`config.mk`:
```
export PLATFORM = sky130hd
export DESIGN_NAME = delay_pipe
export DESIGN_NICKNAME = d
export VERILOG_FILES = /design/src/rtl/delay_pipe.sv
export SDC_FILE = /design/constraint.sdc
export NUM_CORES = 1
export LEC_CHECK = 0
export CAP_MARGIN = 20
export CORE_MARGIN = 4
export CORE_UTILIZATION = 37
export DETAILED_ROUTE_END_ITERATION = 12
export SLEW_MARGIN = 15
export SYNTH_ARGS = -nofsm -noshare
export SYNTH_HDL_FRONTEND = slang
export SYNTH_SLANG_ARGS = --single-unit
```
`constraint.sdc`:
```
create_clock -name clk -period 3.02 [get_ports clk]
set_input_delay 0.604 -clock clk [delete_from_list [all_inputs] [get_ports clk]]
set_output_delay 0.604 -clock clk [all_outputs]
set_load 0.03 [all_outputs]
```
`src/rtl/delay_pipe.sv`:
```
// +--------------------------------------------------------------------------+
// | delay_pipe: N-bit bus delay of 0..MAXD enabled cycles, runtime-set,      |
// | masked to Rval until filled. Optional flush port: DELAY_PIPE_FLUSH_EN.   |
// | Revision: 1.0                                                            |
// +--------------------------------------------------------------------------+
`default_nettype none

module delay_pipe #(
  parameter int   N    = 1,
  parameter int   MAXD = 16,
  parameter int   T    = 1,
  parameter logic Rval = 1'b0,
  localparam int  DW   = $clog2(MAXD + 1)
) (
  input  logic          clk,
  input  logic          rst,
  input  logic          en,
`ifdef DELAY_PIPE_FLUSH_EN
  input  logic          flush,
`endif
  input  logic          dly_wr,
  input  logic [DW-1:0] dly,
  output logic [DW-1:0] dly_cur,
  input  logic [N-1:0]  i,
  output logic [N-1:0]  o,
  output logic          o_valid
);

  localparam int            PW       = (MAXD > 1) ? $clog2(MAXD) : 1;
  localparam int            TC       = (T > MAXD) ? MAXD : T;
  localparam logic [DW-1:0] c_tinit  = DW'(TC);
  localparam logic [DW-1:0] c_maxd   = DW'(MAXD);
  localparam logic [PW-1:0] c_wplast = PW'(MAXD - 1);

  logic [N-1:0]  r_mem [MAXD];
  logic [PW-1:0] r_wp;
  logic [DW-1:0] r_fill;
  logic [DW-1:0] r_dly;

  logic          w_clr;
  logic [DW-1:0] w_dly_sat;
  logic [DW-1:0] w_wpx;
  logic [DW-1:0] w_rdx;
  logic [PW-1:0] w_rd;

`ifdef DELAY_PIPE_FLUSH_EN
  assign w_clr = dly_wr | flush;
`else
  assign w_clr = dly_wr;
`endif

  assign w_dly_sat = (dly > c_maxd) ? c_maxd : dly;

  always_ff @(posedge clk) begin
    if (rst) begin
      r_wp   <= '0;
      r_fill <= '0;
      r_dly  <= c_tinit;
    end else begin
      if (en) begin
        r_wp <= (r_wp == c_wplast) ? '0 : r_wp + PW'(1);
      end
      // A clear wins over counting: a write in the same cycle is not counted.
      if (w_clr) begin
        r_fill <= '0;
        if (dly_wr) begin
          r_dly <= w_dly_sat;
        end
      end else if (en && (r_fill != r_dly)) begin
        r_fill <= r_fill + DW'(1);
      end
    end
  end

  always_ff @(posedge clk) begin
    if (en && !rst) begin
      r_mem[r_wp] <= i;
    end
  end

  // Read slot is the d-th most recent write: (wp - d) mod MAXD; d=MAXD gives wp.
  always_comb begin
    w_wpx = DW'(r_wp);
    if (w_wpx >= r_dly) begin
      w_rdx = w_wpx - r_dly;
    end else begin
      w_rdx = w_wpx + c_maxd - r_dly;
    end
    w_rd = PW'(w_rdx);
  end

  assign o_valid = (r_fill == r_dly);
  assign dly_cur = r_dly;
  assign o       = (r_dly == '0) ? i : (o_valid ? r_mem[w_rd] : {N{Rval}});

endmodule

`default_nettype wire

```
---- After elaboration in Yosys (flattened, before gate mapping) ----
Memories as Yosys holds them, arrays and structs flattened.
Index checks and enable logic that the tools add are counted.
operators by class
  $add $sub $neg .......................... 5
  divide/modulo/power cells ............... 0
  mux-type cells .......................... 7
  reduce and logical (&&, ||, !) cells .... 5
  multiply operators ...................... 0
  bitwise operators ....................... 0
  equality and inequality tests ........... 3
  shift operators ......................... 0
  order comparisons ....................... 2
operator list
  kind                                                           count
  4-bit by 1-bit adder with 4-bit output, second input constant  2
  4-bit two-way mux                                              2
  4-bit subtractor                                               2
  5-bit by 1-bit adder with 5-bit output, second input constant  1
  5-bit == test                                                  1
  4-bit by 5-bit greater-or-equal comparator with 1-bit output   1
  5-bit > comparator, second input constant                      1
  5-bit logical NOT                                              1
  5-bit two-way mux                                              1
  5-bit != test                                                  1
  4-bit == test, second input constant                           1
  1-bit two-way mux                                              4
  1-bit logical AND                                              2
  2-bit OR reduction                                             1
  1-bit logical NOT                                              1
word-level totals
  memories kept ........................... 1
  latch bits .............................. 0
  logic and storage cells ................. 26
  memory bits (writable) .................. 16
  bits of input ports ..................... 10
  output and inout bits ................... 7
  flip-flop bits (word level) ............. 14
  bits in read-only memories .............. 0
memory list
  memory  words  bits a word  read ports  clocked after Yosys merged registers in  write ports  RTL line  RTL
  r_mem   16     1            1           0                                        1            35        logic [N-1:0] r_mem [MAXD];

---- Longest topological paths before layout ----
An unclocked memory read counts as a cell.
  word-level depth ........................ 6
  depth in mapped cells ................... 9
  gate-level depth less buffers ........... 9

---- Worst setup path after synthesis ----
OpenSTA, ideal clock, no wires.
  kind .................................... register to output
  from .................................... register r_dly[0], in the netlist dly_cur[0]
  to ...................................... output o
  slack ................................... -0.029 ns
  cell stages (with the launch flop) ...... 8
  buffers on the path ..................... 0
  data arrival time ....................... 2.445 ns
  cell sequence ........................... dfxtp_1 -> ha_1 -> inv_1 -> fa_1 -> mux4_1 -> mux2i_1 -> mux2i_1 -> a22o_1
between the ends
  longest elaborated chain between the ends .. 5
  elaborated cells between the ends (all ways) .. 9
  classes of those cells .................. 2 x add/sub; 1 x order compare; 1 x eq/ne; 3 x mux; 1 x reduce/logical; 1 x memory
RTL lines
  element                                   RTL line  RTL
  from (decl)                               38        logic [DW-1:0] r_dly;
  from (signal assigned)                    58        r_dly <= c_tinit;
  from (signal assigned)                    67        r_dly <= w_dly_sat;
  4-bit subtractor (tied with other cells)  87        w_rdx = w_wpx + c_maxd - r_dly;
  4-bit two-way mux                         84        if (w_wpx >= r_dly) begin
  memory 16 x 1 bit                         --
  1-bit two-way mux                         94        assign o = (r_dly == '0) ? i : (o_valid ? r_mem[w_rd] : {N{Rval}});
  1-bit two-way mux *                       94
  to (decl)                                 25        output logic [N-1:0] o,
Every way passes the cells marked *; elsewhere a longest branch is shown, timed or not.

---- Final worst setup path ----
  from .................................... register r_wp[0]
  to ...................................... output o
between the ends
  longest elaborated chain between the ends .. 6
  elaborated cells between the ends (all ways) .. 8
  classes of those cells .................. 3 x add/sub; 1 x order compare; 3 x mux; 1 x memory
RTL lines
  element                                 RTL line  RTL
  from (decl)                             36        logic [PW-1:0] r_wp;
  from (signal assigned)                  61        r_wp <= (r_wp == c_wplast) ? '0 : r_wp + PW'(1);
  4-bit by 1-bit adder with 4-bit output  87
  4-bit subtractor                        87
  4-bit two-way mux *                     84
  memory 16 x 1 bit *                     --
  1-bit two-way mux * (2 in series)       94
Marks and branches as above.

==> results.cfg <==
[sta]
period_needed_ns = 3.13
rsz0062_at_grt = true
slew_headroom = 0.694
fmax_mhz = 319
worst_slack_ns = -0.115
fin_skew_ns = 0.00779
setup_tns_ns = -0.115
period_share = 1.04
timing.hold.ws_ns = 0.519
tightest_slew_ns = 0.456
setup_viol = 1
hold_violations = 0
slew_violations = 0

[routing]
wl_mm = 3.35
drtAntennaViolNets = 0
vias = 1135
dr.pass1.iters = 4
wl_per_cell_um = 15.4
drtIter0Drc = 84
drc = 0
drt-vias-per-instance = 5.21

[worst_setup_path]
crit_end = o
worst_ep_arrival_time_ns = 2.53
slowest_stage = fa_2
start_kind = register
crit_type = register to output port
crit_path_end_kind = output port
crit_path_start = r_wp[0]
regToRegEndpoint = r_fill[1]
rrSetupSlack_ns = 1.58
cp_max_fo = 4
cp_cell_sequence = inv_2, ha_4, inv_2, fa_2, mux4_2, mux2i_1, mux2i_1, a22o_1, buf_6
critical_path_required_ns = 2.42
slowest_delay_ns = 0.60
rr_worst_depth = 6
r2r-start = dly_cur[0]

[grt]
grtUsageTotal = 0.143
grt_pass1_wl_mm = 5.62
antenna_found_initial = 0
grtUsageMet1 = 0.190
grt-ovfl-total = 0
met2_usage = 0.220
grt_max_degree = 16
grt_use_met3 = 0.0468
grt.busiest_layer = met2
grt_pass1_vias = 1115

[pwr]
p_leak_nw = 0.745
ir_drop_uv = 325
p_per_area_nw_per_um2 = 526

[clocking]
cts.sinks = 30
clk_pin_slew_ns = 0.07
postCtsSetupBuffers = 0
cts.path.max_buffers = 2
htree_levels = 2
numCtsBuffers = 5
root_buffer = clkbuf_8
cts_tree = yes
clk_latency_ns = 0.28

[placed_design]
gp_congestion = 0.804
dp_cells = 210
port_buffers = 16
post-dp-hpwl_mm = 2.62
pre_cts_slack_ns = -0.408

[floorplan]
core_um2 = 4030
start_util = 0.388
die_x_um = 73.0
dieArea_um2 = 5320
ios = 17
die_y_um = 73.0
rows = 23

[layout]
area_delta_synth_final_pct = 27.0
fin_cells = 218
final_cell_mix = and2_1, edfxtp_1, clkdlybuf4s50_1
num-nets-final = 186
layout-drive-gt1-share = 0.196
antenna-diode-count = 0

[synth]
ys_types = 31
syn_nets = 153
netlist_instances = 134
ys_ff_latch = 30
yosysWarnings = 0
synth_area_per_cell_um2 = 11.7
synthesis.area_um2 = 1560
synth_seq_area_share = 0.487

[flow_run]
cap_violations = 0

[hold_path]
min_path_type = register to register
min_path_cells = 2

[run_status]
violations = negative setup slack
outcome = finished, violations left
[routing by layer]
metal	vias to the layer above	routed length, um
li1	547	-
met1	557	1530
met2	25	1620
met3	6	151
met4	0	52
met5	-	0
[worst min-delay path by stage]
stage,startpoint,to,slack (ns)
2_1_floorplan,r_fill[4],r_fill[4],0.47
3_3_place_gp,r_fill[4],r_fill[4],0.50
3_5_place_dp,r_fill[4],r_fill[4],0.51
4_1_cts,r_fill[4],r_fill[4],0.53
5_1_grt,r_fill[4],r_fill[4],0.57
6_report,r_fill[4],r_fill[4],0.52
[power by group]
group	leakage [nW]	switching [mW]	internal, mW
clock network	0.0504	0.166	0.245
logic	0.436	0.0906	0.0961
registers	0.258	0.00722	0.437
total	0.745	0.264	0.778
[flip-flops by register name (all words and copies together), names as in the netlist]
signal   count
r_fill       5
r_mem       16
dly_cur      5
r_wp         4
[cells in the mapped netlist]
cell	number	area, um^2
mux2i_1	6	60.1
edfxtp_1	16	480
buf_2	1	5.00
nand2_1	3	11.3
nand3_2	1	10.0
a21o_1	1	7.51
a21boi_1	1	7.51
dfxtp_1	14	280
a21oi_1	3	15.0
a31oi_1	1	6.26
o21ai_4	1	16.3
o21ai_0	2	10.0
or4_1	2	15.0
nor3_1	7	35.0
a22o_1	1	8.76
or3_1	1	6.26
a221o_1	1	10.0
inv_1	6	22.5
nor2_1	12	45.0
xor2_1	5	43.8
fa_1	1	20.0
a22oi_1	3	22.5
ha_1	8	100
xnor2_1	6	52.6
o211ai_1	1	7.51
o21a_1	2	15.0
nand2b_1	3	18.8
and2_1	16	100
clkbuf_1	1	3.75
mux4_1	4	105
nand3_1	4	20.0
[through the flow]
stage / area (um^2) / power [mW] / util
2_1_floorplan: 1560 / 0.562 / -
3_3_place_gp: 1870 / 0.625 / 0.463
3_5_place_dp: 1870 / 0.631 / 0.463
4_1_cts: 1980 / 1.05 / 0.492
5_1_grt: 1980 / 1.09 / 0.492
6_report: 1980 / 1.04 / 0.492
[logic make-up after synthesis]
kind of cell,share of synthesized area
adder cells (fa/ha/maj),0.0769
AO/OA/AOI/OAI,0.0809
XOR/XNOR,0.0617
multiplexers,0.106
AND/OR/NAND/NOR,0.167
buffers and inverters,0.0200
flip-flops,0.487
[repair_timing]
item / in CTS / in global routing
hold buffers: 0 / 0
pin swaps: 3 / 1
gates resized for setup: 17 / 0
endpoints found under the setup margin: 1 / 1
[critical path, delay by kind of cell, from the launching register on]
family	cells	cell delay, ns
muxes	3	0.76
adders and majority gates	2	0.73
DFF	1	0.33
buffers and inverters	3	0.25
AOI/OAI and AO/OA	1	0.19
[layout make-up]
| class | instances | area (um^2) |
|---|---|---|
| Multi-Input combinational cell | 96 | 769 |
| Fill cell | 369 | 2050 |
| Inverter | 6 | 22.5 |
| Tap cell | 50 | 62.6 |
| Clock buffer | 5 | 68.8 |
| Sequential cell | 30 | 763 |
| Clock inverter | 3 | 45.0 |
| Timing Repair Buffer | 28 | 251 |
Note: power is estimated with default switching activity, not from simulation.
